===== config.mk =====
export PLATFORM = sky130hd
export DESIGN_NAME = glb_host_arbiter
export DESIGN_NICKNAME = d
export VERILOG_FILES = /design/src/rtl/glb_pkg.sv /design/src/rtl/rr_arbiter.sv /design/src/rtl/glb_host_arbiter.sv
export SDC_FILE = /design/constraint.sdc
export NUM_CORES = 1
export LEC_CHECK = 0
export ABC_AREA = 1
export BUFFER_PORTS_ARGS = -buffer_cell sky130_fd_sc_hd__buf_2
export CAP_MARGIN = 20
export CORE_AREA = 5 5 228 230
export DETAILED_ROUTE_END_ITERATION = 8
export DIE_AREA = 0 0 233 235
export SLEW_MARGIN = 40
export SYNTH_ARGS = -nofsm -noshare
export SYNTH_HDL_FRONTEND = slang
export SYNTH_HIERARCHICAL = 1
export SYNTH_SLANG_ARGS = --single-unit

===== constraint.sdc =====
create_clock -name clk -period 3.45 [get_ports clk]
set_clock_uncertainty 0.1 [all_clocks]
set_input_delay 0.5175 -clock clk [delete_from_list [all_inputs] [get_ports clk]]
set_output_delay 0.5175 -clock clk [all_outputs]
set_load 0.03 [all_outputs]

===== src/rtl/glb_pkg.sv =====
// Shared constants and request payload type for the global_buffer host port.
package glb_pkg;

    localparam int unsigned GLB_ADDR_W     = 32;
    localparam int unsigned GLB_DATA_W     = 64;
    localparam int unsigned GLB_STRB_W     = GLB_DATA_W / 8;
    localparam int unsigned GLB_RD_LATENCY = 2;

    typedef struct packed {
        logic                  wr;
        logic [GLB_STRB_W-1:0] strb;
        logic [GLB_ADDR_W-1:0] addr;
        logic [GLB_DATA_W-1:0] wdata;
    } glb_req_t;

endpackage


===== src/rtl/rr_arbiter.sv =====
// Round-robin arbiter: one-hot grant, scanning from the requester after the last winner.
module rr_arbiter #(
    parameter int unsigned N = 3
) (
    input  logic         clk,
    input  logic         reset,
    input  logic [N-1:0] req,
    input  logic         accept,
    output logic [N-1:0] grant
);

    localparam int unsigned PW = (N > 1) ? $clog2(N) : 1;

    logic [PW-1:0] last_grant;
    logic [PW-1:0] winner;
    logic [PW-1:0] idx_w;
    logic          found;
    int unsigned   idx;

    always_comb begin
        grant  = '0;
        winner = last_grant;
        found  = 1'b0;
        idx    = 0;
        idx_w  = '0;
        for (int unsigned k = 0; k < N; k++) begin
            // last_grant < N and k < N, so a single wrap subtraction is enough
            idx = 32'(last_grant) + 32'd1 + k;
            if (idx >= N) begin
                idx = idx - N;
            end
            idx_w = PW'(idx);
            if (!found && req[idx_w]) begin
                found        = 1'b1;
                grant[idx_w] = 1'b1;
                winner       = idx_w;
            end
        end
    end

    always_ff @(posedge clk or negedge reset) begin
        if (!reset) begin
            last_grant <= PW'(N - 1);
        end else if (accept) begin
            last_grant <= winner;
        end
    end

endmodule


===== src/rtl/glb_host_arbiter.sv =====
// Shares the global_buffer host port between NUM_REQ requesters; reads are routed back
// to their issuer through a fixed-latency requester-ID pipeline.
module glb_host_arbiter
    import glb_pkg::*;
#(
    parameter int unsigned NUM_REQ    = 3,
    parameter int unsigned ADDR_W     = GLB_ADDR_W,
    parameter int unsigned DATA_W     = GLB_DATA_W,
    parameter int unsigned STRB_W     = GLB_STRB_W,
    parameter int unsigned RD_LATENCY = GLB_RD_LATENCY
) (
    input  logic                      clk,
    input  logic                      reset,
    input  logic [NUM_REQ-1:0]        req_valid,
    output logic [NUM_REQ-1:0]        req_ready,
    input  logic [NUM_REQ-1:0]        req_wr,
    input  logic [NUM_REQ*STRB_W-1:0] req_strb,
    input  logic [NUM_REQ*ADDR_W-1:0] req_addr,
    input  logic [NUM_REQ*DATA_W-1:0] req_wdata,
    output logic [NUM_REQ-1:0]        rsp_valid,
    output logic [DATA_W-1:0]         rsp_data,
    output logic [STRB_W-1:0]         glb_wr_strb,
    output logic [ADDR_W-1:0]         glb_wr_addr,
    output logic [DATA_W-1:0]         glb_wr_data,
    output logic                      glb_rd_en,
    output logic [ADDR_W-1:0]         glb_rd_addr,
    input  logic [DATA_W-1:0]         glb_rd_data
);

    localparam int unsigned IW = (NUM_REQ > 1) ? $clog2(NUM_REQ) : 1;

    logic [NUM_REQ-1:0] grant;
    logic               hs;
    logic [IW-1:0]      win_id;
    glb_req_t           sel;

    logic [RD_LATENCY:0]         pipe_vld;
    logic [RD_LATENCY:0][IW-1:0] pipe_id;

    rr_arbiter #(
        .N(NUM_REQ)
    ) u_rr_arbiter (
        .clk   (clk),
        .reset (reset),
        .req   (req_valid),
        .accept(hs),
        .grant (grant)
    );

    assign req_ready = grant;
    assign hs        = |grant;

    // Payload mux driven by the one-hot grant
    always_comb begin
        win_id = '0;
        sel    = '0;
        for (int unsigned i = 0; i < NUM_REQ; i++) begin
            if (grant[i]) begin
                win_id    = IW'(i);
                sel.wr    = req_wr[i];
                sel.strb  = req_strb[i*STRB_W +: STRB_W];
                sel.addr  = req_addr[i*ADDR_W +: ADDR_W];
                sel.wdata = req_wdata[i*DATA_W +: DATA_W];
            end
        end
    end

    // Issue registers: strobe / read-enable pulse for one cycle, addresses and data hold
    always_ff @(posedge clk or negedge reset) begin
        if (!reset) begin
            glb_wr_strb <= '0;
            glb_wr_addr <= '0;
            glb_wr_data <= '0;
            glb_rd_en   <= 1'b0;
            glb_rd_addr <= '0;
        end else begin
            glb_wr_strb <= '0;
            glb_rd_en   <= 1'b0;
            if (hs) begin
                if (sel.wr) begin
                    if (|sel.strb) begin
                        glb_wr_strb <= sel.strb;
                        glb_wr_addr <= sel.addr;
                        glb_wr_data <= sel.wdata;
                    end
                end else begin
                    glb_rd_en   <= 1'b1;
                    glb_rd_addr <= sel.addr;
                end
            end
        end
    end

    // Stage 0 lines up with glb_rd_en; stage RD_LATENCY lines up with valid glb_rd_data
    always_ff @(posedge clk or negedge reset) begin
        if (!reset) begin
            pipe_vld <= '0;
            pipe_id  <= '0;
        end else begin
            pipe_vld <= {pipe_vld[RD_LATENCY-1:0], hs & ~sel.wr};
            pipe_id  <= {pipe_id[RD_LATENCY-1:0], win_id};
        end
    end

    always_ff @(posedge clk or negedge reset) begin
        if (!reset) begin
            rsp_valid <= '0;
            rsp_data  <= '0;
        end else begin
            rsp_valid <= '0;
            if (pipe_vld[RD_LATENCY]) begin
                rsp_valid[pipe_id[RD_LATENCY]] <= 1'b1;
                rsp_data                       <= glb_rd_data;
            end
        end
    end

endmodule


==> impl_metrics.tcl, run 1 <==
set metrics [dict create \
    crit_path_end_kind "output port" \
    antenna_found_initial 5 \
    synth_warnings 6 \
    cts_buffers 25 \
    ys_seq_area_frac 0.517 \
    placed_cells 2528 \
    worstMarginPinSlew_ns 0.690 \
    gp_congestion 0.929 \
    final-setup-viol-count 0 \
    fin_crit_sh 0.979 \
    rr_startpoint "u_rr_arbiter/last_grant[1]" \
    netlist_instances 1326 \
    pre_cts_slack_ns -0.154 \
    syn-num-nets 1716 \
    hold_viol 0 \
    clock_latency_ns 0.54 \
    slew_headroom 0.540 \
    clockRootBuffer "clkbuf_16" \
    synth_area_sq_um 10400 \
    portBuffers 590 \
    fmax_mhz 296 \
    postSynth.asyncResetShare 1.00 \
    grt_pass1_wl_um 65400 \
    diodes 0 \
    clock_path_buffers 3 \
    critPathKind "flop to output port" \
    final_util 0.319 \
    worstHoldPathType "input port to flop" \
    drive_gt1_frac 0.389 \
    dieArea_sq_um 54800 \
    die_y_um 235 \
    wl_per_cell_um 18.2 \
    pin_count 591 \
    grt_max_degree 129 \
    grt_pass1_vias 11500 \
    clkTransAtPathRegs_ns 0.06 \
    core_sq_um 49700 \
    cp.arrival_ns 2.76 \
    placementRows 82 \
    dp_hpwl_um 33400 \
    netlist_top_cells_count "nand2_1, dfrtp_1, nand3_1" \
    area_delta_synth_final_pct 53.1 \
    status "complete, no violations" \
    fin_crit_ns 3.38 \
    ys_ff_latch 214 \
    min_from "glb_rd_data[57]" \
    yosys.area.top_type "dfrtp_1" \
    maxCapViolations 0 \
    crit_start "u_rr_arbiter/last_grant[1]" \
    vias 11700 \
    cts_tree "built" \
    drc 0 \
    synth.distinct_cells 27 \
    grt_overflow 0 \
    vias_per_cell 4.50 \
    slew_viol_final 0 \
    initialDrtViolationCount 621 \
    grtUsageTotal 0.149 \
    required_ns 2.83 \
    setup_ws_ns 0.0711 \
    fin_cells 2608 \
    dieWidth_um 233 \
    ys_dominant_reg_cell "dfrtp_1" \
    drt.antenna.violating_nets 0 \
    drtPass1Iterations 5 \
    crit_path_start_kind "flop" \
    cts_sinks 214 \
    synth_top_area_frac 0.515 \
    synthTopCellsByArea "dfrtp_1, nand2_1, a22oi_1" \
    synth_edf_count 0 \
    initial_core_util 0.208 \
    syn_area_per_cell_sq_um 7.81 \
    fin_nets 2307 \
    wl_um 47600 \
    htree_levels 1 \
    cp_max_fo 16 \
    synth_most_common_cell "nand2_1" \
]
-- critical path, stage by stage (launching register included) --
cell and delay [ns]:
dfstp_2 0.56, inv_4 0.06, ha_4 0.32, inv_4 0.06, nand2_1 0.08, nand2_2 0.07, a21oi_4 0.20, nand3_4 0.12
inv_4 0.08, nand2_2 0.04, o211ai_1 0.12, buf_6 0.20, buf_16 0.17, buf_8 0.14
-- final timing paths --
check	to	slack (ns)	cells past startpoint
setup / recovery	req_ready[1]	0.07	13
hold / removal	rsp_data[57]	0.08	3
setup reg to reg	glb_wr_addr[27]	0.09	21
hold reg to reg	pipe_id[4]	0.25	0
max in group asynchronous	glb_wr_data[26]	1.94	4
min in group asynchronous	glb_wr_data[59]	0.33	2
-- metrics by stage --
step / area (sq um) / hold slack (ns) / TNS (ns)
floorplan: 10400 / 0.122 / 0
global placement: 14200 / 0.233 / 0
detailed placement: 14200 / 0.235 / -9.96
CTS: 15200 / 0.0523 / -0.0225
global route: 15800 / 0.0576 / -0.843
finish: 15800 / 0.0836 / 0
-- kinds of logic after synthesis --
logic type,count (synthesis),synth area share
buffers and inverters,116,0.0499
AND/OR/NAND/NOR,791,0.304
AO/OA/AOI/OAI,199,0.122
flip-flops,214,0.517
adder cells (fa/ha/maj),6,0.00725
-- state kept, by name, summed over array words and instances, names as in the netlist --
| signal | cells |
|---|---|
| glb_wr_data | 64 |
| rsp_data | 64 |
| glb_rd_addr | 32 |
| glb_wr_addr | 32 |
| glb_wr_strb | 8 |
| pipe_id | 6 |
| pipe_vld | 3 |
| rsp_valid | 3 |
| u_rr_arbiter/last_grant | 2 |
-- cell type report --
cell class / count / area (sq um)
fill: 5333 / 33800
sequential: 214 / 5360
multi-input combinational: 998 / 4680
timing repair buffer: 658 / 4000
tap: 672 / 841
clock buffer: 38 / 774
clock inverter: 8 / 98.8
inverter: 20 / 91.3
-- repair_timing --
item	4_1_cts	5_1_grt
hold buffers	1	0
resized for setup	22	52
hold endpoints to repair	94	0
buffers inserted	1	12
endpoints found under the setup margin	131	130
pin swaps	1	20
cloned	2	17
-- cells in the final DEF, fill, tap and decap left out, types with 2 or more instances in the layout --
cell type,instances
a21oi_1,2
a22oi_1,97
buf_12,10
buf_16,6
buf_2,587
buf_4,32
buf_6,6
buf_8,3
bufinv_16,2
clkbuf_1,3
clkbuf_16,37
clkbuf_8,10
clkinv_2,4
clkinvlp_4,2
dfrtp_1,212
ha_1,4
inv_1,11
inv_2,2
inv_4,6
nand2_1,622
nand2_2,17
nand2_4,2
nand2_8,3
nand3_1,106
nand3_2,5
nand3_4,2
nor2_1,21
nor2_2,6
nor2_4,2
nor3_1,3
o21ai_0,93
o21ai_1,4
-- routing by layer --
| metal | global-route usage | share of wire | vias up |
|---|---|---|---|
| met5 | 0 | 0.00071 | - |
| met2 | 0.253 | 0.47 | 609 |
| li1 | - | - | 5519 |
| met1 | 0.183 | 0.41 | 5530 |
| met3 | 0.0408 | 0.093 | 81 |
| met4 | 0.0451 | 0.028 | 6 |
Power of run 1 is left out: the tool's default activity adds up to more than one toggle a clock period on the data nets, which glitch-free logic cannot reach.
==> inputs of run 2 (changes only) <==
CELL_PAD_IN_SITES_DETAIL_PLACEMENT = 0   (was not set)
CELL_PAD_IN_SITES_GLOBAL_PLACEMENT = 1   (was not set)
PLACE_DENSITY_LB_ADDON = 0.1   (was not set)
==> run 2 against run 1 <==
Via count decreased by 3.4%. Worst setup slack improved by 0.090 ns. Final cell count increased by 1.2%. Non-clock buffer count increased by 28. Highest routed layer unchanged. Wire length increased by 11%. Design area increased by 1.2%.
==> impl_metrics.tcl, run 2 (synthesis gave the netlist of run 1 again) <==
set metrics [dict create \
    maxCapViolations 0 \
    antenna_found_initial 4 \
    cp_max_fo 16 \
    clockRootBuffer "clkbuf_16" \
    cp_common_cell "nand2_1" \
    placementRows 82 \
    crit_path_max_incr_delay_ns 0.53 \
    timing.hold.ws_ns 0.0692 \
    grtUsageTotal 0.175 \
    fin_cells 2640 \
    dp_hpwl_um 37100 \
    fin_crit_sh 0.953 \
    crit_slowest_cell "dfstp_2" \
    wl_um 52700 \
    cts_buffers 27 \
    fmax_mhz 304 \
    slew_viol_final 0 \
    gp_congestion 0.797 \
    fin_nets 2337 \
    cts_sinks 214 \
    pre_cts_slack_ns -0.0252 \
    grt_overflow 0 \
    initial_core_util 0.208 \
    die_y_um 235 \
    cts_tree "built" \
    placed_cells 2563 \
    pin_count 591 \
    clock_latency_ns 0.54 \
    crit_path_start_kind "flop" \
    area_delta_synth_final_pct 54.9 \
    grt_pass1_wl_um 74600 \
    initialDrtViolationCount 529 \
    grt_max_degree 85 \
    critPathKind "flop to flop" \
    wl_per_cell_um 19.9 \
    r2r_cells 21 \
    holdPathStages 3 \
    drtPass1Iterations 5 \
    drive_gt1_frac 0.388 \
    worstPathCellList "inv_1 -> ha_4 -> buf_4 -> nand3_2 -> buf_4 -> nand2_2 -> nor2_2 -> nand2_1 -> o211ai_1 -> buf_6 -> buf_12 -> a21oi_1 -> nand2_1 -> nand2_1 -> nand2_1 -> nor2_4 -> nand2_8 -> nand2_8 -> buf_8 -> nand2_1 -> nand2_1" \
    hold_viol 0 \
    cp.arrival_ns 3.66 \
    worstMarginPinSlew_ns 0.714 \
    layout_commonest_cell "nand2_1" \
    status "complete, no violations" \
    setup_ws_ns 0.161 \
    vias_per_cell 4.30 \
    dieArea_sq_um 54800 \
    grt_pass1_vias 11900 \
    final_cell_mix "nand2_1, buf_2, dfrtp_1" \
    clock_path_buffers 3 \
    htree_levels 1 \
    fin_crit_ns 3.29 \
    core_sq_um 49700 \
    dieWidth_um 233 \
    drt.antenna.violating_nets 0 \
    required_ns 3.82 \
    crit_path_end_kind "flop" \
    clkTransAtPathRegs_ns 0.06 \
    fin_tns_setup_ns 0 \
    drc 0 \
    vias 11400 \
    final-setup-viol-count 0 \
    worstHoldPathType "input port to flop" \
    fillCellCount 5520 \
    slew_headroom 0.524 \
    portBuffers 590 \
    reg_top3 "glb_wr_data (64), rsp_data (64)" \
]
-- run 2: final cells by class --
class,count,area (sq um),share of cell area
diodes,2,5.00,0.000312
clock buffers,37,753,0.0470
clock inverters,11,140,0.00874
inverters,20,78.8,0.00491
multi-input cells,998,4620,0.288
flip-flops and latches,214,5360,0.334
well taps,672,841,0.0524
repair buffers,686,4250,0.265
-- run 2: metrics by stage --
step	instance area (sq um)	utilization
after floorplan	10400	-
after global placement	14500	0.292
after detailed placement	14500	0.292
after CTS	15500	0.313
after global routing	16000	0.323
final	16000	0.323
-- run 2: repair_timing --
item / in CTS / in global routing
pin swaps: 0 / 9
gates cloned: 3 / 14
gates resized for setup: 12 / 36
setup endpoints to repair: 6 / 111
endpoints found under the hold margin: 81 / 0
buffers inserted: 1 / 8
hold buffers: 1 / 0
-- run 2: worst max-delay path, delay by kind of cell, from the launching register on --
family / cells / cell delay (ns)
AND/OR/NAND/NOR: 12 / 1.13
buffers and inverters: 6 / 0.83
flip-flops: 1 / 0.53
adder cells (fa/ha/maj): 1 / 0.32
AO/OA/AOI/OAI: 2 / 0.28
-- run 2: final timing paths --
check                                        endpoint                        from  slack, ns
max                                   glb_wr_addr[20]  u_rr_arbiter/last_grant[1]       0.16
min                                       rsp_data[8]              glb_rd_data[8]       0.07
max reg2reg                           glb_wr_addr[20]  u_rr_arbiter/last_grant[1]       0.16
min reg2reg                                pipe_id[5]                  pipe_id[3]       0.25
max in group asynchronous  u_rr_arbiter/last_grant[1]                       reset       1.98
min in group asynchronous                 rsp_data[9]                       reset       0.30
-- run 2: metal layers --
layer	track usage	part of all wire	vias to the layer above
met2	0.305	0.49	376
li1	-	-	5581
met4	0.0354	0.014	2
met1	0.220	0.43	5346
met5	0	0.00013	-
met3	0.0410	0.068	45
Power of run 2 is left out for the same reason.
